===== src/rtl/ldtu_bsl_pkg.sv =====
// Shared types and width constants for the baseline calibration block.
package ldtu_bsl_pkg;

  localparam int Nbits_12 = 12;  // ADC sample width
  localparam int Nbits_8  = 8;   // baseline value width
  localparam int CNT_W    = 8;   // covers SETTLE_CYC up to 255 and 2^8 samples

  typedef enum logic [1:0] {
    IDLE   = 2'd0,
    SETTLE = 2'd1,
    ACCUM  = 2'd2,
    LOAD   = 2'd3
  } bsl_state_t;

endpackage


===== src/rtl/ldtu_bsl_accum.sv =====
// Sample accumulator plus shared cycle counter for the baseline calibration.
// The counter times both the settle window and the accumulation window.
module ldtu_bsl_accum #(
  parameter int DATA_W     = 12,
  parameter int LOG2_NSAMP = 6,
  parameter int CNT_W      = 8
) (
  input  logic                         clk,
  input  logic                         rst,
  input  logic                         clr,
  input  logic                         cnt_en,
  input  logic                         acc_en,
  input  logic [DATA_W-1:0]            sample,
  output logic [DATA_W+LOG2_NSAMP-1:0] sum,
  output logic [CNT_W-1:0]             cnt,
  output logic                         acc_tc
);

  localparam int ACC_W = DATA_W + LOG2_NSAMP;
  localparam logic [CNT_W-1:0] TC_VAL = CNT_W'((1 << LOG2_NSAMP) - 1);

  logic [ACC_W-1:0] acc_q, acc_d;
  logic [CNT_W-1:0] cnt_q, cnt_d;

  // Clear has priority; otherwise count and/or accumulate as enabled.
  always_comb begin
    acc_d = acc_q;
    cnt_d = cnt_q;
    if (clr) begin
      acc_d = '0;
      cnt_d = '0;
    end else begin
      if (cnt_en) cnt_d = cnt_q + CNT_W'(1);
      if (acc_en) acc_d = acc_q + ACC_W'(sample);
    end
  end

  // Accumulator and counter registers.
  always_ff @(posedge clk or posedge rst) begin
    if (rst) begin
      acc_q <= '0;
      cnt_q <= '0;
    end else begin
      acc_q <= acc_d;
      cnt_q <= cnt_d;
    end
  end

  assign sum    = acc_q;
  assign cnt    = cnt_q;
  assign acc_tc = (cnt_q == TC_VAL);

endmodule


===== src/rtl/ldtu_bsl_cal.sv =====
// Baseline calibration: discard SETTLE_CYC samples, average 2^LOG2_NSAMP
// registered samples with round-half-up, saturate to Nbits_8 and publish.
module ldtu_bsl_cal #(
  parameter int Nbits_12   = ldtu_bsl_pkg::Nbits_12,
  parameter int Nbits_8    = ldtu_bsl_pkg::Nbits_8,
  parameter int LOG2_NSAMP = 6,
  parameter int SETTLE_CYC = 16
) (
  input  logic                CLK,
  input  logic                reset,
  input  logic [Nbits_12-1:0] DATA12,
  input  logic                cal_start,
  input  logic                cal_abort,
  output logic [Nbits_8-1:0]  BSL_VAL,
  output logic                bsl_valid,
  output logic                cal_busy,
  output logic                cal_done,
  output logic                cal_ovf
);

  import ldtu_bsl_pkg::*;

  localparam int ACC_W = Nbits_12 + LOG2_NSAMP;
  localparam logic [CNT_W-1:0] SETTLE_LAST = CNT_W'(SETTLE_CYC - 1);
  localparam logic [ACC_W:0]   HALF        = (ACC_W+1)'(1) << (LOG2_NSAMP - 1);
  localparam logic [ACC_W:0]   MEAN_MAX    = (ACC_W+1)'((1 << Nbits_8) - 1);

  // Round-half-up mean with saturation; MSB of the result is the clamp flag.
  function automatic logic [Nbits_8:0] sat_mean(input logic [ACC_W-1:0] acc);
    logic [ACC_W:0] rnd;
    logic [ACC_W:0] mean;
    rnd  = {1'b0, acc} + HALF;
    mean = rnd >> LOG2_NSAMP;
    if (mean > MEAN_MAX) sat_mean = {1'b1, {Nbits_8{1'b1}}};
    else                 sat_mean = {1'b0, mean[Nbits_8-1:0]};
  endfunction

  bsl_state_t          state_q, state_d;
  logic [Nbits_12-1:0] sample_q;
  logic [Nbits_8-1:0]  bsl_val_q, bsl_val_d;
  logic                bsl_valid_q, bsl_valid_d;
  logic                cal_done_q, cal_done_d;
  logic                cal_ovf_q, cal_ovf_d;

  logic                clr, cnt_en, acc_en, acc_tc;
  logic [ACC_W-1:0]    acc_sum;
  logic [CNT_W-1:0]    cnt;

  ldtu_bsl_accum #(
    .DATA_W    (Nbits_12),
    .LOG2_NSAMP(LOG2_NSAMP),
    .CNT_W     (CNT_W)
  ) u_accum (
    .clk   (CLK),
    .rst   (reset),
    .clr   (clr),
    .cnt_en(cnt_en),
    .acc_en(acc_en),
    .sample(sample_q),
    .sum   (acc_sum),
    .cnt   (cnt),
    .acc_tc(acc_tc)
  );

  // Next-state and result computation; published outputs change only in LOAD.
  always_comb begin
    state_d     = state_q;
    clr         = 1'b0;
    cnt_en      = 1'b0;
    acc_en      = 1'b0;
    bsl_val_d   = bsl_val_q;
    bsl_valid_d = bsl_valid_q;
    cal_ovf_d   = cal_ovf_q;
    cal_done_d  = 1'b0;
    case (state_q)
      IDLE: begin
        if (cal_start && !cal_abort) begin
          state_d = SETTLE;
          clr     = 1'b1;
        end
      end
      SETTLE: begin
        if (cal_abort) begin
          state_d = IDLE;
        end else if (cnt == SETTLE_LAST) begin
          state_d = ACCUM;
          clr     = 1'b1;
        end else begin
          cnt_en = 1'b1;
        end
      end
      ACCUM: begin
        if (cal_abort) begin
          state_d = IDLE;
        end else begin
          cnt_en = 1'b1;
          acc_en = 1'b1;
          if (acc_tc) state_d = LOAD;
        end
      end
      LOAD: begin
        {cal_ovf_d, bsl_val_d} = sat_mean(acc_sum);
        bsl_valid_d            = 1'b1;
        cal_done_d             = 1'b1;
        state_d                = IDLE;
      end
      default: state_d = IDLE;
    endcase
  end

  // Input sample register, FSM state and published result registers.
  always_ff @(posedge CLK or posedge reset) begin
    if (reset) begin
      state_q     <= IDLE;
      sample_q    <= '0;
      bsl_val_q   <= '0;
      bsl_valid_q <= 1'b0;
      cal_done_q  <= 1'b0;
      cal_ovf_q   <= 1'b0;
    end else begin
      state_q     <= state_d;
      sample_q    <= DATA12;
      bsl_val_q   <= bsl_val_d;
      bsl_valid_q <= bsl_valid_d;
      cal_done_q  <= cal_done_d;
      cal_ovf_q   <= cal_ovf_d;
    end
  end

  assign BSL_VAL   = bsl_val_q;
  assign bsl_valid = bsl_valid_q;
  assign cal_busy  = (state_q != IDLE);
  assign cal_done  = cal_done_q;
  assign cal_ovf   = cal_ovf_q;

endmodule


===== config.mk =====
export PLATFORM = sky130hd
export DESIGN_NAME = ldtu_bsl_cal
export DESIGN_NICKNAME = d
export VERILOG_FILES = /design/src/rtl/ldtu_bsl_pkg.sv /design/src/rtl/ldtu_bsl_accum.sv /design/src/rtl/ldtu_bsl_cal.sv
export SDC_FILE = /design/constraint.sdc
export NUM_CORES = 1
export LEC_CHECK = 0
export ABC_AREA = 1
export CAP_MARGIN = 10
export CORE_MARGIN = 2
export CORE_UTILIZATION = 58
export CTS_CLUSTER_SIZE = 25
export DETAILED_ROUTE_END_ITERATION = 10
export DONT_BUFFER_PORTS = 1
export PLACE_DENSITY = 0.74
export SYNTH_ARGS = -nofsm -noshare
export SYNTH_HDL_FRONTEND = slang
export SYNTH_SLANG_ARGS = --single-unit
export TNS_END_PERCENT = 30

===== constraint.sdc =====
create_clock -name CLK -period 3.34 [get_ports CLK]
set_input_delay 0.334 -clock CLK [delete_from_list [all_inputs] [get_ports CLK]]
set_output_delay 0.334 -clock CLK [all_outputs]
set_load 0.01 [all_outputs]

== After elaboration in Yosys (flattened, before gate mapping) ==
Cells that the tools add are included.
W data, S select, Z words.

* Flip-flop bits (word level): 51
* Latch bits: 0
* Bits in writable memories: 0
* Memory bits (read-only): 0
* Bits of input ports: 16
* Word-level logic and storage cells: 48
* Memories: 0

* $add $sub $neg: 3
* $mul: 0
* Divide/modulo/power cells: 0
* Magnitude comparators: 1
* Equality and inequality tests: 8
* Shifts and indexed selects: 0
* Multiplexer cells: 21
* Bitwise operators: 0
* Reductions and logical operators: 7

{| class="wikitable"
|+ Operator list
! kind !! count
|-
| $mux W18 || 2
|-
| $add A18 B6 Y19 const B || 1
|-
| $add A18 B12 Y18 || 1
|-
| $mux W8 || 2
|-
| $gt A13 B8 Y1 const B || 1
|-
| $mux W2 || 5
|-
| $mux W9 || 1
|-
| $add A8 B1 Y8 const B || 1
|-
| $eq A8 B4 Y1 const B || 1
|-
| $eq A8 B6 Y1 const B || 1
|-
| $mux W1 || 8
|-
| $pmux W2 S4 || 1
|-
| $ne A3 B3 Y1 const B || 2
|-
| $reduce_bool A2 Y1 || 3
|-
| $eq A2 B2 Y1 const B || 2
|-
| $pmux W1 S2 || 2
|-
| $reduce_and A3 Y1 || 1
|-
| $eq A2 B1 Y1 const B || 1
|-
| $logic_not A2 Y1 || 1
|-
| $ne A2 B2 Y1 const B || 1
|-
| $logic_and A1 B1 Y1 || 1
|-
| $logic_not A1 Y1 || 1
|}

== Logic depth before layout (Yosys ltp) ==
Gate-level depths: netlist of the first run.

* Depth in word-level cells: 6
* Mapped depth: 12
* Mapped depth without buffers: 12

== Hierarchy ==
A second synthesis of the first run with hierarchy kept.

* Cells, all modules: 400
* Area total of the unflattened synthesis: 3065.4 µm²

{| class="wikitable"
|+ By module, submodules not included
! module !! times used !! cells an instance !! area an instance (µm²) !! sequential area each (µm²)
|-
| ldtu_bsl_accum || 1 || 266 || 1855.5 || 650.6
|-
| ldtu_bsl_cal || 1 || 134 || 1209.9 || 625.6
|}

== Worst setup path after synthesis of the first run ==
No wires, ideal clock.

* Path type: register to register
* Start: register u_accum.acc_q[0] (netlist: u_accum.sum[0])
* End: register u_accum.acc_q[8] (netlist: u_accum.sum[8])
* Arrival time: 1571 ps
* Required time: 3219 ps
* Slack: 1647 ps
* Cell stages (with the launch flop): 13
* Buffers on the path: 0
* Cell sequence: dfrtp_1 > ha_1 > inv_1 > fa_1 > nand3b_1 > nand2_1 > nand2_1 > nand2_1 > nand2_1 > nand2_1 > nand2_1 > nand2_1 > o21ai_1

* Cells in the longest elaborated chain, start to end: 3

{| class="wikitable"
|+ Ends and longest elaborated chain
! what !! RTL line !! source
|-
| start: declaration || ldtu_bsl_accum.sv:22 || <nowiki>logic [ACC_W-1:0] acc_q, acc_d;</nowiki>
|-
| start signal: assignment || ldtu_bsl_accum.sv:41 || <nowiki>acc_q <= '0;</nowiki>
|-
| start signal: assignment || ldtu_bsl_accum.sv:44 || <nowiki>acc_q <= acc_d;</nowiki>
|-
| $add A18 B12 Y18 || ldtu_bsl_accum.sv:34 || <nowiki>if (acc_en) acc_d = acc_q + ACC_W'(sample);</nowiki>
|-
| $mux W18 || ldtu_bsl_accum.sv:34 ||
|-
| $mux W18 || ldtu_bsl_accum.sv:29 || <nowiki>if (clr) begin</nowiki>
|}

Every way passes these cells. The select of a mux whose other input is x is not followed.
A chain may end at the register's enable or synchronous reset.

== Worst setup path in the final report of the first run ==
* Start: register u_accum.cnt_q[0] (netlist: u_accum.cnt[0])
* End: register u_accum.acc_q[8] (netlist: u_accum.sum[8])

* Cells in the longest elaborated chain, start to end: 5
* Elaborated cells on any way between the ends: 6

{| class="wikitable"
|+ Ends and longest elaborated chain
! what !! RTL line !! source
|-
| start: declaration || ldtu_bsl_accum.sv:23 || <nowiki>logic [CNT_W-1:0] cnt_q, cnt_d;</nowiki>
|-
| start signal: assignment || ldtu_bsl_accum.sv:45 || <nowiki>cnt_q <= cnt_d;</nowiki>
|-
| $eq A8 B4 Y1 (*) || ldtu_bsl_cal.sv:85 || <nowiki>end else if (cnt == SETTLE_LAST) begin</nowiki>
|-
| $mux W1 (*) || ldtu_bsl_cal.sv:85 ||
|-
| $mux W1 (*) || ldtu_bsl_cal.sv:83 || <nowiki>if (cal_abort) begin</nowiki>
|-
| $pmux W1 S2 (*) || ldtu_bsl_cal.sv:75 || <nowiki>case (state_q)</nowiki>
|-
| $mux W18 / $reduce_bool A2 Y1 (equally long branches) || - ||
|}

Mark *: on every way between the ends. The rest lies on a longest branch, timed or not.

==> results.cfg, run 1 <==
[timing]
relSlewSlack_pct = 32.20
rsz0062_at_grt = false
finClkSkew_ps = 6.684
tns_ps = 0
setup_slack_ps = 1338
hold_viol_final = 0
drv_slew = 0
fin_crit_ps = 2002
whs_ps = 43.93
setup_viol = 0
fmaxAchievable_mhz = 499.6
finalCritPeriodShare_pct = 59.93
tightest_slew_ps = 1015

[placement]
hpwl_mm = 4.160
dp_cells = 458
place.gp.congestion = 0.8961
dp_slack_ps = 1342
portBuffers = 0

[cells_and_area]
n_fill_cell = 456
layout.area.seq_sq_um = 1276
fin_nets = 430
n_antenna_cell = 0
multiInputGateArea_sq_um = 1548
area_growth_pct = 6.085
final_cells = 466
layout-drive-gt1-share_pct = 6.061

[critical_path]
crit_fanout = 12
cp_slowest_cell = nor2_1
slowest_delay_ps = 650
worstSetupStartpointType = flip-flop
crit_arrival_ps = 2240
crit_chain = ha_1, nand2_1, nor2_2, inv_2, nor2_2, inv_2, o21ai_4, nor2_1, nand2_1, o21ai_1
required_ps = 3580
path_class = flip-flop to flip-flop
cp-end-kind = flip-flop

[floorplan]
coreArea_sq_um = 5042
die_y_um = 75.70
die_w_um = 75.70
die-area_sq_um = 5730
start_util_pct = 59.13
io_pins = 28
placementRows = 26

[detailed_routing]
ant_nets = 0
via_per_inst = 5.127
wl_mm = 5.541
remaining_drc_errors = 0
vias = 2389
highest_layer = met4
wl_met1_mm = 2.661
drtIter0Drc = 89
wl_met3_um = 176
dr.pass1.iters = 4
routedWlPerCell_um = 11.89
wl_met2_mm = 2.641

[cts]
root_buffer = clkbuf_8
cts_buffers = 5
clkLatencyLatePin_ps = 310
cts_buffer_depth = 2
path_clk_slew_ps = 90
post_cts_buffers = 0
holdBufCountCts = 0
cts-resized-gates = 0
clock-sinks = 51
tritoncts = built
cts_max_level = 2

[logic_synthesis]
ys.flop_type = dfrtp_1
synth_area_sq_um = 2982
ys_async_sr_fraction_pct = 100.0
synth_warnings = 0
syn_avg_cell_area_sq_um = 7.606
synth_most_common_cell = nand2_1
synth-seq-cells = 51
synth_common_cells = nand2_1 (135), dfrtp_1 (51), nor2_1 (38), inv_1 (30), nand3_1 (26)
yosys.area.top_type = dfrtp_1
synth_cell_types = 28
yosysSeqAreaShare_pct = 42.80
syn_inst = 392
synth_edf_count = 0
synth_top_cell_area_share_pct = 42.80
synth_area_leaders = dfrtp_1 (43%), nand2_1 (17%), ha_1 (7.6%)
synth_nets = 427

[power]
pwr-share-seq_pct = 45.5
switching_share_pct = 37.65
power_density_nw_per_um2 = 598.9
p_int_mw = 1.181
pwr-share-clk_pct = 22.9
total_power_mw = 1.894
peakVddDrop_mv = 0.3709
power_switching_mw = 0.7132
pwr-share-comb_pct = 31.6
p_leak_nw = 1.593

[grt]
first_global_vias = 2247
grt_antenna_before_repair = 0
grt_first_pass_wirelength_mm = 9.411
grt_usage_pct = 21.60
grt.overflow.total = 0
grt_max_degree = 52

[hold_path]
hold_path_class = input port to flip-flop

[run]
cap_violations = 0

[status]
status = finished, final reports clean
[worst paths after layout]
path	slack [ps]	start	cells after the start	to
max	1340	u_accum.cnt[0]	10	u_accum.sum[8]
min	40	DATA12[9]	0	sample_q[9]
max reg2reg	1340	u_accum.cnt[0]	10	u_accum.sum[8]
min reg2reg	500	u_accum.sum[0]	2	u_accum.sum[0]
max in group asynchronous	2570	reset	1	BSL_VAL[7]
min in group asynchronous	140	reset	1	u_accum.cnt[0]
[logic make-up after synthesis]
| group | after synthesis | share of synthesized area [%] |
|---|---|---|
| AND/OR/NAND/NOR | 223 | 31.35 |
| flip-flops | 51 | 42.80 |
| AO/OA/AOI/OAI | 43 | 7.932 |
| buffers and inverters | 41 | 5.287 |
| adder cells (fa/ha/maj) | 19 | 8.225 |
| XOR/XNOR | 15 | 4.406 |
[cell usage in the layout, fill, tap and decap left out]
master and count:
clkinv_1 1, o21ai_4 1, nor4_1 1, inv_2 7
nand3_1 26, nor2_2 5, o21ai_0 6, o21bai_1 1
o21a_1 1, a21boi_0 1, or2_2 2, clkbuf_8 5
a21oi_1 19, o21ai_1 13, inv_1 29, ha_1 18
clkinv_4 1, fa_1 1, nand3b_1 2, dfrtp_1 51
nand4_1 11, nor2_1 38, nand2_1 135, xor2_1 7
nor3_1 2, clkinv_2 1, nor2_4 1, xnor2_1 8
bufinv_16 1, a21o_1 1
[cell type report]
type	instances	share of cell area (%)
multi-input cells	300	48.93
clock inverters	3	1.384
inverters	37	4.391
flip-flops and latches	51	40.35
well taps	70	2.769
clock buffers	5	2.176
[power by group through the flow]
stage | Combinational (mW) | Clock, mW | Sequential [mW]
2_1_floorplan | 0.507 | 0 | 0.838
3_3_place_gp | 0.588 | 0 | 0.869
3_5_place_dp | 0.604 | 0 | 0.873
4_1_cts | 0.604 | 0.442 | 0.863
5_1_grt | 0.699 | 0.469 | 0.883
6_report | 0.598 | 0.434 | 0.863
[stage by stage]
step,util (%),area [sq um]
after floorplan,-,2982
after global placement,60.50,3050
after detailed placement,60.50,3050
after CTS,62.73,3163
after global routing,62.73,3163
final,62.73,3163
[state kept, by name, summed over array words and instances (netlist names)]
name	cells
state_q	2
u_accum.cnt	8
sample_q	12
BSL_VAL	8
bsl_valid	1
u_accum.sum	18
cal_done	1
cal_ovf	1
[critical path: cells and delay by family (launching register included)]
family          cells  cell delay, ps
flops               1             440
compound gates      2             190
buf+inv             2             130
fa+ha+maj           1             230
simple gates        5             940
[per-layer routing]
layer,vias to the layer above,global-route usage (%)
met4,0,7.602
met3,5,3.836
met1,1078,27.85
met2,35,36.62
met5,-,0
li1,1271,-
(Power assumes the default switching activity.)
==> run 2: changes to the inputs <==
--- a/config.mk
+++ b/config.mk
@@ -8,11 +8,11 @@
 export ABC_AREA = 1
 export CAP_MARGIN = 10
 export CORE_MARGIN = 2
-export CORE_UTILIZATION = 58
+export CORE_UTILIZATION = 57
 export CTS_CLUSTER_SIZE = 25
 export DETAILED_ROUTE_END_ITERATION = 10
 export DONT_BUFFER_PORTS = 1
-export PLACE_DENSITY = 0.74
+export PLACE_DENSITY = 0.75
 export SYNTH_ARGS = -nofsm -noshare
 export SYNTH_HDL_FRONTEND = slang
 export SYNTH_SLANG_ARGS = --single-unit
==> constraint.sdc (replaced) <==
create_clock -name CLK -period 1.61 [get_ports CLK]
set_input_delay 0.161 -clock CLK [delete_from_list [all_inputs] [get_ports CLK]]
set_output_delay 0.161 -clock CLK [all_outputs]
set_load 0.01 [all_outputs]
==> results.cfg, run 2 (synthesis results as in run 1) <==
[grt]
grt_first_pass_wirelength_mm = 11.92
grt_max_degree = 24
grt_antenna_before_repair = 0
grt.overflow.total = 0
first_global_vias = 2761
grt_usage_pct = 25.24

[cts]
clock-sinks = 51
cts_max_level = 2
cts_buffers = 5
cts_buffer_depth = 2
clkLatencyLatePin_ps = 310
tritoncts = built
path_clk_slew_ps = 100
root_buffer = clkbuf_8

[critical_path]
crit_family = adder cells
cp_common_cell = nand2_2
r2r_cells = 10
r2r_start = u_accum.sum[0]
r2r-end = u_accum.sum[6]
cp_slowest_cell = dfrtp_1
path_class = flip-flop to flip-flop
slowest_delay_ps = 370
worstSetupStartpointType = flip-flop
rrSetupSlack_ps = -180
critPathBufInv = 2
crit_fanout = 3
required_ps = 1810
cp-end-kind = flip-flop
crit_chain = ha_2, inv_2, fa_2, nand3b_1, nand2_2, nand2_2, nand2_4, buf_4, xnor2_2, o21ai_1
crit_arrival_ps = 1990

[placement]
place.gp.congestion = 0.8887
hpwl_mm = 4.926
portBuffers = 0
dp_slack_ps = -255.4

[hold_path]
holdCritStartpoint = cal_start
hold_path_class = input port to flip-flop
hold_path_end = state_q[0]
hold_path_depth = 4

[cells_and_area]
area_growth_pct = 38.48
n_fill_cell = 322
largest_reg_flops = 18
fin_nets = 521
layout_common_cells = nand2_1 (120), buf_4 (73), dfrtp_1 (49), nor2_1 (33), inv_1 (26)
n_antenna_cell = 0
final_common_cell = nand2_1
layout-drive-gt1-share_pct = 29.77

[timing]
tns_ps = -2018
setup_slack_ps = -185.0
relSlewSlack_pct = 67.90
setup_viol = 28
finClkSkew_ps = 11.56
tightest_slew_ps = 480.9
drv_slew = 0
fmaxAchievable_mhz = 557.1
whs_ps = 131.6
hold_viol_final = 0
finalCritPeriodShare_pct = 111.5
rsz0062_at_grt = true
fin_crit_ps = 1795

[floorplan]
die_y_um = 76.33
io_pins = 28
start_util_pct = 58.75
die-area_sq_um = 5826
coreArea_sq_um = 5075
placementRows = 26
die_w_um = 76.33

[run]
cap_violations = 0

[power]
total_power_mw = 4.838
p_leak_nw = 2.092
power_density_nw_per_um2 = 1172
peakVddDrop_mv = 0.6591

[status]
status = finished with violations
violations = setup timing

[detailed_routing]
routedWlPerCell_um = 13.43
dr.pass1.iters = 5
drtIter0Drc = 143
ant_nets = 0
remaining_drc_errors = 0
via_per_inst = 5.253
wl_mm = 7.482
vias = 2926
-- run 2: stage by stage --
step / instances / utilization, % / cell area [sq um]
global placement: 524 / 70.36 / 3571
finish: 557 / 81.36 / 4129
CTS: 551 / 77.79 / 3948
detailed placement: 524 / 70.36 / 3571
floorplan: 392 / - / 2994
global route: 557 / 81.36 / 4129
-- run 2: area by class of cell --
| cell class | instances | area, sq um | share of cell area (%) |
|---|---|---|---|
| multi-input combinational | 300 | 1753 | 42.45 |
| sequential | 51 | 1279 | 30.97 |
| timing repair buffer | 91 | 743.2 | 18.00 |
| tap | 70 | 87.58 | 2.121 |
| inverter | 37 | 148.9 | 3.606 |
| clock inverter | 2 | 35.03 | 0.8485 |
| clock buffer | 6 | 82.58 | 2.000 |
-- run 2: worst min-delay path, cell delays in order --
cell and delay [ps]:
nand2_1 40, nand2_1 40, nand2_1 80, a21oi_1 70
-- run 2: how the worst max path moves through the flow --
stage	startpoint	end	slack [ps]	cells after the start
after CTS	u_accum.sum[0]	u_accum.sum[8]	-160	12
after global placement	u_accum.cnt[0]	u_accum.sum[8]	-190	10
after global routing	u_accum.sum[0]	u_accum.sum[6]	-280	10
final	u_accum.sum[0]	u_accum.sum[6]	-180	10
after detailed placement	u_accum.cnt[0]	u_accum.sum[2]	-260	10
after floorplan	u_accum.sum[0]	u_accum.sum[8]	-10	12
-- run 2: routing by layer --
layer  vias up  part of all wire [%]  track usage (%)
met5         -                     0                0
met2        78                    53            45.13
met1      1381                    41            31.15
met3        12                   4.3            4.502
li1       1455                     -                -
met4         0                   1.3            7.455
-- run 2: report_power, final --
part	internal, mW	switching (mW)	total, mW
sequential	1.52	0.242	1.76
combinational	1.03	1.11	2.15
clock	0.503	0.425	0.928
total	3.06	1.78	4.84
-- run 2: what timing repair did --
item / in CTS / in global routing
pin swaps: 20 / 11
setup buffers: 7 / 6
cloned: 0 / 0
setup endpoints to repair: 35 / 37
hold endpoints to repair: 33 / 0
gates resized for setup: 27 / 35
hold buffers: 13 / 0
==> run 3: changes to the inputs <==
--- a/config.mk
+++ b/config.mk
@@ -13,6 +13,7 @@
 export DETAILED_ROUTE_END_ITERATION = 10
 export DONT_BUFFER_PORTS = 1
 export PLACE_DENSITY = 0.75
+export SKIP_LAST_GASP = 1
 export SYNTH_ARGS = -nofsm -noshare
 export SYNTH_HDL_FRONTEND = slang
 export SYNTH_SLANG_ARGS = --single-unit
==> results.cfg, run 3 (synthesis results as in run 1) <==
[status]
status = finished with violations
violations = setup timing

[critical_path]
required_ps = 1800
crit_chain = ha_2, inv_2, fa_2, nand3b_1, nand2_2, nand2_2, nand2_4, buf_4, xnor2_2, o21ai_1
cp-end-kind = flip-flop
crit_arrival_ps = 2000
r2r_start = u_accum.sum[0]
critPathBufInv = 2
cp_common_cell = nand2_2
rrSetupSlack_ps = -200
cp_slowest_cell = dfrtp_1
startpoint = u_accum.sum[0]
crit_family = adder cells
path_class = flip-flop to flip-flop
crit_fanout = 3
worstSetupStartpointType = flip-flop
slowest_delay_ps = 380

[detailed_routing]
remaining_drc_errors = 0
vias = 2895
drtIter0Drc = 113
routedWlPerCell_um = 13.19
wl_mm = 7.373
via_per_inst = 5.179
dr.pass1.iters = 4
ant_nets = 0

[timing]
setup_viol = 32
fin_crit_ps = 1807
drv_slew = 0
hold_viol_final = 0
fmaxAchievable_mhz = 553.4
setup_slack_ps = -197.0
rsz0062_at_grt = true
finClkSkew_ps = 9.122
tightest_slew_ps = 463.8
relSlewSlack_pct = 69.03
finalCritPeriodShare_pct = 112.2

[cells_and_area]
fin_nets = 523
layout-drive-gt1-share_pct = 28.83
final_common_cell = nand2_1
n_antenna_cell = 0
final_area_sq_um = 4126
largest_reg_flops = 18
layout_common_cells = nand2_1 (120), buf_4 (74), dfrtp_1 (49), nor2_1 (34), inv_1 (28)
area_growth_pct = 38.40

[run]
cap_violations = 0

[placement]
dp_slack_ps = -255.4
place.gp.congestion = 0.8887
hpwl_mm = 4.926
portBuffers = 0
dpl_cell_area_sq_um = 3571

[cts]
clkLatencyLatePin_ps = 300
cts_max_level = 2
root_buffer = clkbuf_8
path_clk_slew_ps = 90
clock-sinks = 51
cts_buffer_depth = 2
cts_buffers = 5
tritoncts = built

[floorplan]
placementRows = 26
die_w_um = 76.33
start_util_pct = 58.75
coreArea_sq_um = 5075
io_pins = 28
die-area_sq_um = 5826
die_y_um = 76.33

[grt]
grt_usage_pct = 24.47
grt_first_pass_wirelength_mm = 11.63
grt_antenna_before_repair = 0
grt.overflow.total = 0
grt_max_degree = 24
first_global_vias = 2734

[hold_path]
hold_path_class = input port to flip-flop
holdCritStartpoint = cal_start

[power]
p_leak_nw = 2.091
peakVddDrop_mv = 0.6723
power_density_nw_per_um2 = 1165
## run 3: cell types whose count changed in the layout (fill, tap and decap cells not counted), sizes merged
cell | before | now
buf | 78 | 79
nor2 | 44 | 45
## run 3: cell type report
class	count	area [sq um]
clock buffer	6	82.58
timing repair buffer	92	750.7
multi-input combinational	301	1745
fill	319	948.4
inverter	37	146.4
clock inverter	2	35.03
tap	70	87.58
sequential	51	1279
## run 3: per-stage QoR
stage	power (mW)	TNS [ps]	utilization, %	hold slack [ps]	instances
after floorplan	2.799	-48.16	-	192.4	392
after global placement	3.471	-3867	70.36	83.14	524
after detailed placement	3.518	-5670	70.36	86.87	524
after CTS	4.562	-2883	76.95	118.3	551
after global routing	5.133	-6147	81.31	193.5	559
final	4.808	-2575	81.31	132.3	559
## run 3: final timing paths
check / end / depth (start not counted)
max in group asynchronous: cal_done / 3
worst min register to register: u_accum.sum[0] / 2
worst max-delay path: u_accum.sum[6] / 10
worst max register to register: u_accum.sum[6] / 10
worst min-delay path: state_q[0] / 4
min in group asynchronous: sample_q[11] / 2
## run 3: repair_timing
item	4_1_cts	5_1_grt
gates resized for setup	15	35
setup buffers	7	7
hold buffers	13	0
pin swaps	12	16
endpoints found under the hold margin	33	0
endpoints found under the setup margin	35	37
cloned	0	1
## run 3: where the power goes
group | internal [mW] | switching, mW
Clock | 0.503 | 0.418
Sequential | 1.52 | 0.252
Combinational | 1.04 | 1.07
## run 3: worst min-delay path: stages
cell and delay, ps:
nand2_1 40, nand2_1 40, nand2_1 80, a21oi_1 70
## run 3: per-layer routing
| layer | part of all wire, % | GRT usage, % |
|---|---|---|
| met1 | 42 | 30.68 |
| met2 | 52 | 43.10 |
| met3 | 3.7 | 4.502 |
| met4 | 1.9 | 7.273 |
| met5 | 0 | 0 |
